<file path="src/rtl/traffic_light_sequencer_if.sv">
// Pedestrian/hold controls in, FSM state and the twelve lamp colours out.
// The master modport drives the inputs and the slave modport is the sequencer side.
interface traffic_light_sequencer_if;
  logic        ped_button;
  logic        hold;
  logic [3:0]  state_out;
  logic        ped_pending;
  logic [11:0] reg_0_colour;
  logic [11:0] reg_1_colour;
  logic [11:0] reg_2_colour;
  logic [11:0] reg_3_colour;
  logic [11:0] reg_4_colour;
  logic [11:0] reg_5_colour;
  logic [11:0] reg_6_colour;
  logic [11:0] reg_7_colour;
  logic [11:0] reg_8_colour;
  logic [11:0] reg_9_colour;
  logic [11:0] reg_10_colour;
  logic [11:0] reg_11_colour;

  modport master (
    output ped_button, hold,
    input  state_out, ped_pending,
    input  reg_0_colour, reg_1_colour, reg_2_colour, reg_3_colour,
    input  reg_4_colour, reg_5_colour, reg_6_colour, reg_7_colour,
    input  reg_8_colour, reg_9_colour, reg_10_colour, reg_11_colour
  );

  modport slave (
    input  ped_button, hold,
    output state_out, ped_pending,
    output reg_0_colour, reg_1_colour, reg_2_colour, reg_3_colour,
    output reg_4_colour, reg_5_colour, reg_6_colour, reg_7_colour,
    output reg_8_colour, reg_9_colour, reg_10_colour, reg_11_colour
  );
endinterface

</file>
<file path="src/rtl/traffic_light_sequencer.sv">
// Timed two-road junction sequencer with a latched pedestrian walk phase.
// The lamp colours are registered one cycle behind the state and timer.
module traffic_light_sequencer #(
  parameter int unsigned TICK_DIV   = 100000000,
  parameter int unsigned T_STRAIGHT = 10,
  parameter int unsigned T_RIGHT    = 5,
  parameter int unsigned T_YELLOW   = 3,
  parameter int unsigned T_ALLRED   = 1,
  parameter int unsigned T_PED      = 8,
  parameter int unsigned T_FLASH    = 3,
  parameter logic [11:0] LAMP_OFF   = 12'h333
) (
  input logic clk,
  input logic reset,
  traffic_light_sequencer_if.slave bus
);
  localparam int unsigned PW = $clog2(TICK_DIV);
  localparam logic [PW-1:0] PRE_MAX = PW'(TICK_DIV - 1);
  localparam logic [11:0] RED = 12'hF00;
  localparam logic [11:0] YEL = 12'hFF0;
  localparam logic [11:0] GRN = 12'h0F0;

  typedef enum logic [3:0] {
    R1_STRAIGHT = 4'd0, R1_RIGHT = 4'd1, R1_YELLOW = 4'd2, ALLRED_A = 4'd3,
    R2_STRAIGHT = 4'd4, R2_RIGHT = 4'd5, R2_YELLOW = 4'd6, ALLRED_B = 4'd7,
    PED_WALK    = 4'd8
  } state_t;

  state_t            state, state_nx;
  logic [7:0]        timer, timer_nx;
  logic [PW-1:0]     presc;
  logic              tick;
  logic              sync1, sync2, sync3, ped_edge;
  logic              ped_pending, walk_entry;
  logic [11:0][11:0] colour, colour_nx;

  function automatic logic [7:0] dur(state_t s);
    case (s)
      R1_STRAIGHT, R2_STRAIGHT: dur = 8'(T_STRAIGHT);
      R1_RIGHT, R2_RIGHT:       dur = 8'(T_RIGHT);
      R1_YELLOW, R2_YELLOW:     dur = 8'(T_YELLOW);
      PED_WALK:                 dur = 8'(T_PED);
      default:                  dur = 8'(T_ALLRED);
    endcase
  endfunction

  // hold stalls the prescaler so the partly elapsed tick resumes where it left off
  always_ff @(posedge clk or negedge reset)
    if (!reset)           presc <= '0;
    else if (!bus.hold)   presc <= (presc == PRE_MAX) ? '0 : presc + 1'b1;

  assign tick = !bus.hold && (presc == PRE_MAX);

  always_ff @(posedge clk or negedge reset)
    if (!reset) begin
      sync1 <= 1'b0;
      sync2 <= 1'b0;
      sync3 <= 1'b0;
    end else begin
      sync1 <= bus.ped_button;
      sync2 <= sync1;
      sync3 <= sync2;
    end

  assign ped_edge = sync2 & ~sync3;

  always_ff @(posedge clk or negedge reset)
    if (!reset) begin
      state <= R1_STRAIGHT;
      timer <= 8'(T_STRAIGHT);
    end else begin
      state <= state_nx;
      timer <= timer_nx;
    end

  always_comb begin
    state_nx = state;
    timer_nx = timer;
    if (tick) begin
      if (timer == 8'd1) begin
        case (state)
          R1_STRAIGHT: state_nx = R1_RIGHT;
          R1_RIGHT:    state_nx = R1_YELLOW;
          R1_YELLOW:   state_nx = ALLRED_A;
          ALLRED_A:    state_nx = R2_STRAIGHT;
          R2_STRAIGHT: state_nx = R2_RIGHT;
          R2_RIGHT:    state_nx = R2_YELLOW;
          R2_YELLOW:   state_nx = ALLRED_B;
          ALLRED_B:    state_nx = ped_pending ? PED_WALK : R1_STRAIGHT;
          default:     state_nx = R1_STRAIGHT;
        endcase
        timer_nx = dur(state_nx);
      end else begin
        timer_nx = timer - 8'd1;
      end
    end
  end

  // A request arriving on the entry edge or during the walk is served by this walk
  assign walk_entry = (state != PED_WALK) && (state_nx == PED_WALK);

  always_ff @(posedge clk or negedge reset)
    if (!reset)                                 ped_pending <= 1'b0;
    else if (walk_entry)                        ped_pending <= 1'b0;
    else if (ped_edge && state != PED_WALK)     ped_pending <= 1'b1;

  always_comb begin
    colour_nx = {12{LAMP_OFF}};
    case (state)
      R1_STRAIGHT: begin colour_nx[2] = GRN; colour_nx[6] = RED; colour_nx[4] = RED; end
      R1_RIGHT:    begin colour_nx[3] = GRN; colour_nx[6] = RED; colour_nx[4] = RED; end
      R1_YELLOW:   begin colour_nx[1] = YEL; colour_nx[6] = RED; colour_nx[4] = RED; end
      ALLRED_A:    begin colour_nx[0] = RED; colour_nx[6] = RED; colour_nx[4] = RED; end
      R2_STRAIGHT: begin colour_nx[8] = GRN; colour_nx[0] = RED; colour_nx[4] = RED; end
      R2_RIGHT:    begin colour_nx[5] = GRN; colour_nx[0] = RED; colour_nx[4] = RED; end
      R2_YELLOW:   begin colour_nx[7] = YEL; colour_nx[0] = RED; colour_nx[4] = RED; end
      ALLRED_B:    begin colour_nx[0] = RED; colour_nx[6] = RED; colour_nx[4] = RED; end
      PED_WALK: begin
        colour_nx[0] = RED;
        colour_nx[6] = RED;
        if (timer > 8'(T_FLASH) || timer[0]) colour_nx[9] = GRN;
      end
      default: ;
    endcase
  end

  always_ff @(posedge clk or negedge reset)
    if (!reset) begin
      colour    <= {12{LAMP_OFF}};
      colour[2] <= GRN;
      colour[4] <= RED;
      colour[6] <= RED;
    end else begin
      colour <= colour_nx;
    end

  assign bus.state_out     = state;
  assign bus.ped_pending   = ped_pending;
  assign bus.reg_0_colour  = colour[0];
  assign bus.reg_1_colour  = colour[1];
  assign bus.reg_2_colour  = colour[2];
  assign bus.reg_3_colour  = colour[3];
  assign bus.reg_4_colour  = colour[4];
  assign bus.reg_5_colour  = colour[5];
  assign bus.reg_6_colour  = colour[6];
  assign bus.reg_7_colour  = colour[7];
  assign bus.reg_8_colour  = colour[8];
  assign bus.reg_9_colour  = colour[9];
  assign bus.reg_10_colour = colour[10];
  assign bus.reg_11_colour = colour[11];
endmodule

</file>
<file path="src/flat_wrapper.sv">
// flat-port wrapper written by rule: the top's interface ports become plain ports
module traffic_light_sequencer_flat 
#(
  parameter int unsigned TICK_DIV   = 100000000,
  parameter int unsigned T_STRAIGHT = 10,
  parameter int unsigned T_RIGHT    = 5,
  parameter int unsigned T_YELLOW   = 3,
  parameter int unsigned T_ALLRED   = 1,
  parameter int unsigned T_PED      = 8,
  parameter int unsigned T_FLASH    = 3,
  parameter logic [11:0] LAMP_OFF   = 12'h333
)
  (clk, reset, bus_ped_button, bus_hold, bus_state_out, bus_ped_pending, bus_reg_0_colour, bus_reg_1_colour, bus_reg_2_colour, bus_reg_3_colour, bus_reg_4_colour, bus_reg_5_colour, bus_reg_6_colour, bus_reg_7_colour, bus_reg_8_colour, bus_reg_9_colour, bus_reg_10_colour, bus_reg_11_colour);
  traffic_light_sequencer_if bus_i ();
  input logic clk;
  input logic reset;
  input wire logic [$bits(bus_i.ped_button)-1:0] bus_ped_button;
  input wire logic [$bits(bus_i.hold)-1:0] bus_hold;
  output wire logic [$bits(bus_i.state_out)-1:0] bus_state_out;
  output wire logic [$bits(bus_i.ped_pending)-1:0] bus_ped_pending;
  output wire logic [$bits(bus_i.reg_0_colour)-1:0] bus_reg_0_colour;
  output wire logic [$bits(bus_i.reg_1_colour)-1:0] bus_reg_1_colour;
  output wire logic [$bits(bus_i.reg_2_colour)-1:0] bus_reg_2_colour;
  output wire logic [$bits(bus_i.reg_3_colour)-1:0] bus_reg_3_colour;
  output wire logic [$bits(bus_i.reg_4_colour)-1:0] bus_reg_4_colour;
  output wire logic [$bits(bus_i.reg_5_colour)-1:0] bus_reg_5_colour;
  output wire logic [$bits(bus_i.reg_6_colour)-1:0] bus_reg_6_colour;
  output wire logic [$bits(bus_i.reg_7_colour)-1:0] bus_reg_7_colour;
  output wire logic [$bits(bus_i.reg_8_colour)-1:0] bus_reg_8_colour;
  output wire logic [$bits(bus_i.reg_9_colour)-1:0] bus_reg_9_colour;
  output wire logic [$bits(bus_i.reg_10_colour)-1:0] bus_reg_10_colour;
  output wire logic [$bits(bus_i.reg_11_colour)-1:0] bus_reg_11_colour;
  assign bus_i.ped_button = bus_ped_button;
  assign bus_i.hold = bus_hold;
  assign bus_state_out = bus_i.state_out;
  assign bus_ped_pending = bus_i.ped_pending;
  assign bus_reg_0_colour = bus_i.reg_0_colour;
  assign bus_reg_1_colour = bus_i.reg_1_colour;
  assign bus_reg_2_colour = bus_i.reg_2_colour;
  assign bus_reg_3_colour = bus_i.reg_3_colour;
  assign bus_reg_4_colour = bus_i.reg_4_colour;
  assign bus_reg_5_colour = bus_i.reg_5_colour;
  assign bus_reg_6_colour = bus_i.reg_6_colour;
  assign bus_reg_7_colour = bus_i.reg_7_colour;
  assign bus_reg_8_colour = bus_i.reg_8_colour;
  assign bus_reg_9_colour = bus_i.reg_9_colour;
  assign bus_reg_10_colour = bus_i.reg_10_colour;
  assign bus_reg_11_colour = bus_i.reg_11_colour;
  traffic_light_sequencer #(.TICK_DIV(TICK_DIV), .T_STRAIGHT(T_STRAIGHT), .T_RIGHT(T_RIGHT), .T_YELLOW(T_YELLOW), .T_ALLRED(T_ALLRED), .T_PED(T_PED), .T_FLASH(T_FLASH), .LAMP_OFF(LAMP_OFF)) u_core (.clk(clk), .reset(reset), .bus(bus_i));
endmodule
</file>
<file path="config.mk">
export PLATFORM = sky130hd
export DESIGN_NAME = traffic_light_sequencer_flat
export DESIGN_NICKNAME = d
export VERILOG_FILES = /design/src/rtl/traffic_light_sequencer_if.sv /design/src/rtl/traffic_light_sequencer.sv /design/src/flat_wrapper.sv
export SDC_FILE = /design/constraint.sdc
export NUM_CORES = 1
export LEC_CHECK = 0
export CORE_UTILIZATION = 35
export DETAILED_ROUTE_END_ITERATION = 7
export DONT_BUFFER_PORTS = 1
export GPL_TIMING_DRIVEN = 0
export PLACE_DENSITY = 0.54
export SLEW_MARGIN = 15
export SYNTH_ARGS = -nofsm -noshare
export SYNTH_HDL_FRONTEND = slang
export SYNTH_SLANG_ARGS = --single-unit
</file>
<file path="constraint.sdc">
create_clock -name clk -period 1.91 [get_ports clk]
set_clock_uncertainty 0.1 [all_clocks]
set_input_delay 0.382 -clock clk [delete_from_list [all_inputs] [get_ports clk]]
set_output_delay 0.382 -clock clk [all_outputs]
set_load 0.01 [all_outputs]
</file>
==> results of run 1 <==
==> worst reg2reg max path: stages, from the launching register on <==
cell	delay (ps)
dfrtp_1	400
ha_4	160
nand4b_1	140
or3_4	390
buf_6	150
or4_4	470
a21oi_2	120
==> cells in the mapped netlist (all sizes together) (3+ instances only) <==
| cell | count | share of area [%] |
|---|---|---|
| buf | 129 | 25 |
| dfrtp | 51 | 33 |
| nor4 | 6 | 1.1 |
| or3 | 3 | 0.61 |
| mux2 | 3 | 0.86 |
| xor2 | 7 | 1.6 |
| nand4 | 15 | 3.1 |
| o31ai | 11 | 2.1 |
| and4 | 8 | 1.8 |
| or4 | 7 | 1.3 |
| nor2 | 20 | 1.9 |
| and2 | 3 | 0.48 |
| ha | 3 | 0.96 |
| xnor2 | 8 | 1.8 |
| nor3 | 9 | 1.1 |
| clkbuf | 9 | 0.86 |
| nand3 | 7 | 0.89 |
| dfstp | 12 | 8.0 |
| inv | 20 | 1.9 |
| nand2 | 29 | 2.8 |
| a21oi | 17 | 2.2 |
| o21ai | 8 | 1.0 |
==> per-stage QoR <==
stage | TNS, ps | worst slack, ps | std cells | power [mW] | utilization, %
final | -195.5 | -87.57 | 681 | 3.245 | 47.30
after global routing | -1548 | -133.4 | 681 | 3.383 | 47.30
after CTS | -459.7 | -143.6 | 667 | 3.247 | 45.17
after detailed placement | -4288 | -405.5 | 638 | 1.842 | 40.93
after global placement | -4177 | -364.7 | 638 | 1.838 | 40.93
after floorplan | -204.3 | -85.93 | 498 | 1.797 | -
==> how the worst max path moves through the flow <==
stage	cells past startpoint	to
after floorplan	6	u_core.presc[24]$_DFFE_PN0N_
after global placement	5	u_core.bus.state_out[0]$_DFF_PN0_
after detailed placement	5	u_core.bus.state_out[0]$_DFF_PN0_
after CTS	4	u_core.bus.state_out[0]$_DFF_PN0_
after global routing	6	u_core.presc[20]$_DFFE_PN0N_
final	6	u_core.presc[20]$_DFFE_PN0N_
==> timing repair <==
item / 4_1_cts / 5_1_grt
resized for setup: 25 / 36
hold endpoints to repair: 64 / 63
pin swaps: 13 / 5
setup buffers: 15 / 14
endpoints found under the setup margin: 27 / 29
==> layout by cell type, fill, tap and decap left out, drive strengths merged, types with 2 or more instances in the layout <==
cell type	netlist	layout
xor2	7	7
a22oi	2	2
dfstp	12	12
conb	2	84
nand2	29	29
mux2i	2	2
o31ai	11	11
bufinv	0	2
mux2	3	3
nor3	9	9
buf	129	158
clkinvlp	0	2
and4	8	8
nand3	7	7
dfrtp	51	51
nand2b	2	2
a31o	2	2
xnor2	8	8
nor4	6	6
ha	3	3
or3	3	3
o21ai	8	8
and3b	2	2
nor3b	2	2
nor2	20	20
nand4	15	15
a21oi	17	17
and2	3	3
inv	20	21
clkbuf	9	16
or4	7	7
==> cells by family after synthesis <==
group / Yosys count / share of synthesized area [%]
AOI/OAI and AO/OA: 48 / 7.857
xor gates and xnor gates: 15 / 3.354
adders and majority gates: 3 / 0.9583
buffers and inverters: 158 / 27.40
DFF: 63 / 40.63
muxes: 5 / 1.373
other: 2 / 0.1917
and+or+nand+nor: 122 / 18.24
==> where the power goes <==
| part | switching (mW) | internal, mW | leakage (nW) |
|---|---|---|---|
| clock network | 0.567 | 0.777 | 0.109 |
| registers | 0.0790 | 1.40 | 0.764 |
| logic | 0.199 | 0.224 | 1.66 |
==> routing by layer <==
layer	part of all wire [%]	wire (um)	vias up
met3	6.4	514	12
met5	0	0	-
li1	-	-	1447
met2	52	4159	124
met1	40	3206	1396
met4	1.3	106	0
==> area by class of cell <==
class	instances	area (um^2)	area share, %
buffer	135	999.7	19.41
clock buffer	10	137.6	2.672
clock inverter	6	92.59	1.798
inverter	20	75.07	1.458
multi-input combinational	277	1824	35.42
sequential	63	1603	31.12
tap	140	175.2	3.401
timing repair buffer	30	242.7	4.713
==> results.md, run 1 <==
* # H-tree levels at 3
* Netlist cell types at 53
* Detailed-placement wirelength estimate at 5435 um
* Drt total wl at 7986 um
* Root Driver: clkbuf_8
* Synth async-reset ratio at 100.0%
* Yosys synthesis warning count at 0
* Setup crit start: u_core.presc[0]$_DFFE_PN0N_
* RePlAce Congestion at 0.8143
* CTS tree: done
* Status: complete, but fails checks
* CTS buffer count at 9
* Final min period at 1998 ps
* # fillers at 1026
* Reg2reg path depth at 6
* Initial antenna violation count at 0
* Diode count at 0
* Nets@finish at 543
* CTS sink count at 63
* Reg2reg setup slack at -90 ps
* Die area at 11620 um^2
* Maximum clock rate at 0.5006 GHz
* Share of cells above drive strength 1 at 44.92%
* Syn-to-layout area delta at 31.46%
* Hold Slack at -377.7 ps
* Clock-pin slew on the worst setup and hold paths at 80 ps
* Largest Register: u_core.presc
* WL per Instance at 11.73 um
* Core Region at 10890 um^2
* CP max-delay cell: or4_4
* Largest net degree at the start of global routing at 64
* Clk buf depth at 2
* Hold WC Path Type: input port to async pin
* Setup ws final at -87.57 ps
* Setup violators final at 5
* Max reg flops at 27
* Failing checks: negative hold slack, negative setup slack
* Max FO, Critical Path at 6
* R2r startpoint: u_core.presc[0]$_DFFE_PN0N_
* First-pass GRT wire length at 12460 um
* Cell breakdown of the critical path: ha_4 -> nand4b_1 -> or3_4 -> buf_6 -> or4_4 -> a21oi_2
* MaxCap Viol Count at 0
* Post-synthesis sequential area ratio at 40.63%
* Die width at 107.8 um
* RSZ-0062 raised after global routing: true
* Lkg Pwr at 2.536 nW
* Hold_buf cts at 1
* I/O Buffers at 0
* CP Buf/Inv Count at 1
* Met2 Track Usage GR at 24.40%
* DRC at 0
* Iteration-0 DRC Markers at 108
* Busiest grt layer: met2
* Max VDD drop at 394.2 uV
* Number of flops mapped to enable cells by yosys at 0
* Worst Path Class, Setup: flip-flop to flip-flop
* Synth Instances at 416
* 1st-pass router iterations at 4
* Kind of start point of the critical path: flip-flop
* Vias at 2979
* Main synth FF type: dfrtp_1
* Die height at 107.8 um
* Final Cell Area at 5150 um^2
* Req. time, crit path at 2090 ps
* Critical Path AT at 2180 ps
* Final hold viol count at 63
* M1 GR Usage at 15.65%
* Worst skew pair latency at 350 ps
* Post-DRT Antenna Nets at 0
* Yosys reg bits at 63
* PwrDens at 630.1 nW/um^2
* # IOs at 153
* Final critical-path share of the clock period at 104.6%
* Synthesized cell area at 3918 um^2
* Total grt overflow at 0
* Placed Area at 4457 um^2
* Crit-path max cell delay at 470 ps
* Via-to-Cell Ratio at 4.374
* Avg Synthesized Cell Area at 9.417 um^2
* Setup crit end kind: flip-flop
* Initial Util at 35.98%
* RR Endpoint: u_core.presc[20]$_DFFE_PN0N_
* Grt met3 use at 3.753%
* FP Rows at 38
* Global Route Usage Sum at 13.76%
* Slew Limit Fails at 0
* Worst path top cell family by delay: simple AND/OR/NAND/NOR gates
* Vias in the first global route at 2673
(Power assumes the default switching activity.)
==> inputs of run 2 (changes only) <==
--- a/config.mk
+++ b/config.mk
@@ -5,6 +5,7 @@
 export SDC_FILE = /design/constraint.sdc
 export NUM_CORES = 1
 export LEC_CHECK = 0
+export CORE_MARGIN = 2
 export CORE_UTILIZATION = 35
 export DETAILED_ROUTE_END_ITERATION = 7
 export DONT_BUFFER_PORTS = 1
==> results.md, run 2 (synthesis results as in run 1) <==
* CTS buffer count at 9 (unchanged)
* Metal3 WL at 606 um (+18%)
* Vias at 2997 (+0.60%)
* DR WL met2 at 4365 um (+5.0%)
* Worst Path Class, Setup: flip-flop to flip-flop
* Req. time, crit path at 2040 ps (-50 ps)
* Die area at 12050 um^2 (+3.7%)
* Max reg flops at 27 (unchanged)
* Worst skew pair latency at 340 ps (about the same)
* Clk buf depth at 2 (unchanged)
* Max FO, Critical Path at 6 (unchanged)
* Cell breakdown of the critical path: nor4_4 -> nand4_4 -> buf_12 -> nor3_4 -> mux2_2
* RSZ-0062 raised after global routing: true
* PwrDens at 601.4 nW/um^2 (-4.5%)
* Root Driver: clkbuf_8
* Crit-path max cell delay at 430 ps (-40 ps)
* RePlAce Congestion at 0.7973 (-2.1%)
* Detailed-placement wirelength estimate at 5545 um (+2.0%)
* Diode count at 0 (unchanged)
* Setup ws final at -77.92 ps (+9.645 ps)
* Setup crit end kind: flip-flop
* Via-to-Cell Ratio at 4.394 (+0.46%)
* Final critical-path share of the clock period at 104.1% (-0.50 points)
* Failing checks: negative hold slack, negative setup slack
* Slew Limit Fails at 0 (unchanged)
* WL per Instance at 12.27 um (+4.7%)
* Lkg Pwr at 2.517 nW (-0.74%)
* Most frequent cells in the layout: 149 x buf_4, 84 x conb_1, 42 x dfrtp_1
* Hold WC Path Type: input port to async pin
* Syn-to-layout area delta at 30.88%
* Critical Path AT at 2120 ps (-60 ps)
* DRT met1 WL at 3315 um (+3.4%)
* Kind of start point of the critical path: flip-flop
* Hold Slack at -373.1 ps (+4.594 ps)
* Largest net degree at the start of global routing at 64 (unchanged)
* Reg2reg path depth at 5 (-1)
* Total grt overflow at 0 (unchanged)
* Vias in the first global route at 2795 (+4.6%)
* Die height at 109.8 um (+1.9%)
* Commonest non-fill, non-tap cell in the layout: buf_4
* Final min period at 1988 ps (-9.645 ps)
* Slew headroom at 65.82%
* Final Cell Area at 5127 um^2 (-0.44%)
* Nets@finish at 544 (+0.18%)
* Max VDD drop at 329.7 uV (-16%)
* # H-tree levels at 3 (unchanged)
* CTS tree: done
* Global Route Usage Sum at 13.83% (+0.065 points)
* CP max-delay cell: dfrtp_2
* Core Region at 10890 um^2 (unchanged)
* FP Rows at 38 (unchanged)
* Hold_buf cts at 1 (unchanged)
* Setup_tns at -352.6 ps (-157.1 ps)
* Initial Util at 35.98% (unchanged)
* Status: complete, but fails checks
* Die width at 109.8 um (+1.9%)
* Setup violators final at 5 (unchanged)
* Largest Register: u_core.presc
* Share of cells above drive strength 1 at 45.02% (+0.10 points)
* Clock-pin slew on the worst setup and hold paths at 70 ps (about the same)
* Initial antenna violation count at 0 (unchanged)
* DRC at 0 (unchanged)
* Iteration-0 DRC Markers at 103 (-4.6%)
* # IOs at 153 (unchanged)
* Worst-margin pin slew at 508.8 ps
* 1st-pass router iterations at 4 (unchanged)
* Post-DRT Antenna Nets at 0 (unchanged)
* Post-place setup slack at -411.8 ps (-6.278 ps)
* I/O Buffers at 0 (unchanged)
* First-pass GRT wire length at 12960 um (+4.0%)
* Final hold viol count at 63 (unchanged)
* Max Used Layer: met4
* MaxCap Viol Count at 0 (unchanged)
* CTS sink count at 63 (unchanged)
* Placed Area at 4457 um^2 (unchanged)
* Drt total wl at 8370 um (+4.8%)
* Maximum clock rate at 0.5030 GHz (+0.49%)
## run 2: worst max-delay path, delay by kind of cell (launching register included)
kind          cells  cell delay, ps
buf+inv           1             180
flops             1             430
mux               1             360
simple gates      3             790
## run 2: repair_timing
| item | CTS | global route |
|---|---|---|
| setup buffers | 20 | 11 |
| pin swaps | 15 | 11 |
| gates cloned | 1 | 0 |
| setup endpoints to repair | 29 | 28 |
| gates resized for setup | 38 | 27 |
| endpoints found under the hold margin | 64 | 63 |
## run 2: path summary, 6_finish.rpt
path,start,end,slack [ps]
setup / recovery,u_core.presc[11]$_DFFE_PN0N_,u_core.bus.state_out[0]$_DFF_PN0_,-80
min in group clk,bus_hold,u_core.presc[1]$_DFFE_PN0N_,70
setup reg to reg,u_core.presc[11]$_DFFE_PN0N_,u_core.bus.state_out[0]$_DFF_PN0_,-80
hold / removal,reset,u_core.presc[16]$_DFFE_PN0N_,-370
max in group asynchronous,reset,u_core.bus.reg_7_colour[1]$_DFF_PN1_,1890
hold reg to reg,u_core.sync1$_DFF_PN0_,u_core.sync2$_DFF_PN0_,250
## run 2: power breakdown
part	total (mW)	switching (mW)	internal [mW]
logic	0.448	0.205	0.243
registers	1.48	0.0782	1.40
clock network	1.16	0.519	0.638
total	3.08	0.803	2.28
## run 2: area by class of cell
| cell class | instances | area [um^2] |
|---|---|---|
| clock inverters | 3 | 42.54 |
| fillers | 1062 | 5761 |
| well taps | 140 | 175.2 |
| flip-flops and latches | 63 | 1603 |
| clock buffers | 13 | 148.9 |
| multi-input cells | 277 | 1812 |
| inverters | 20 | 75.07 |
| plain buffers | 134 | 984.7 |
| repair buffers | 32 | 286.5 |
## run 2: layer usage
layer | vias up | track usage [%]
met2 | 124 | 24.36
met4 | 0 | 5.154
met3 | 8 | 4.149
li1 | 1449 | -
met1 | 1416 | 15.66
met5 | - | 0
## run 2: stage by stage
stage / util [%] / power (mW) / std cells
after floorplan: - / 1.797 / 498
after global placement: 40.93 / 1.839 / 638
after detailed placement: 40.93 / 1.846 / 638
after CTS: 45.82 / 3.079 / 673
after global routing: 47.09 / 3.233 / 682
final: 47.09 / 3.084 / 682
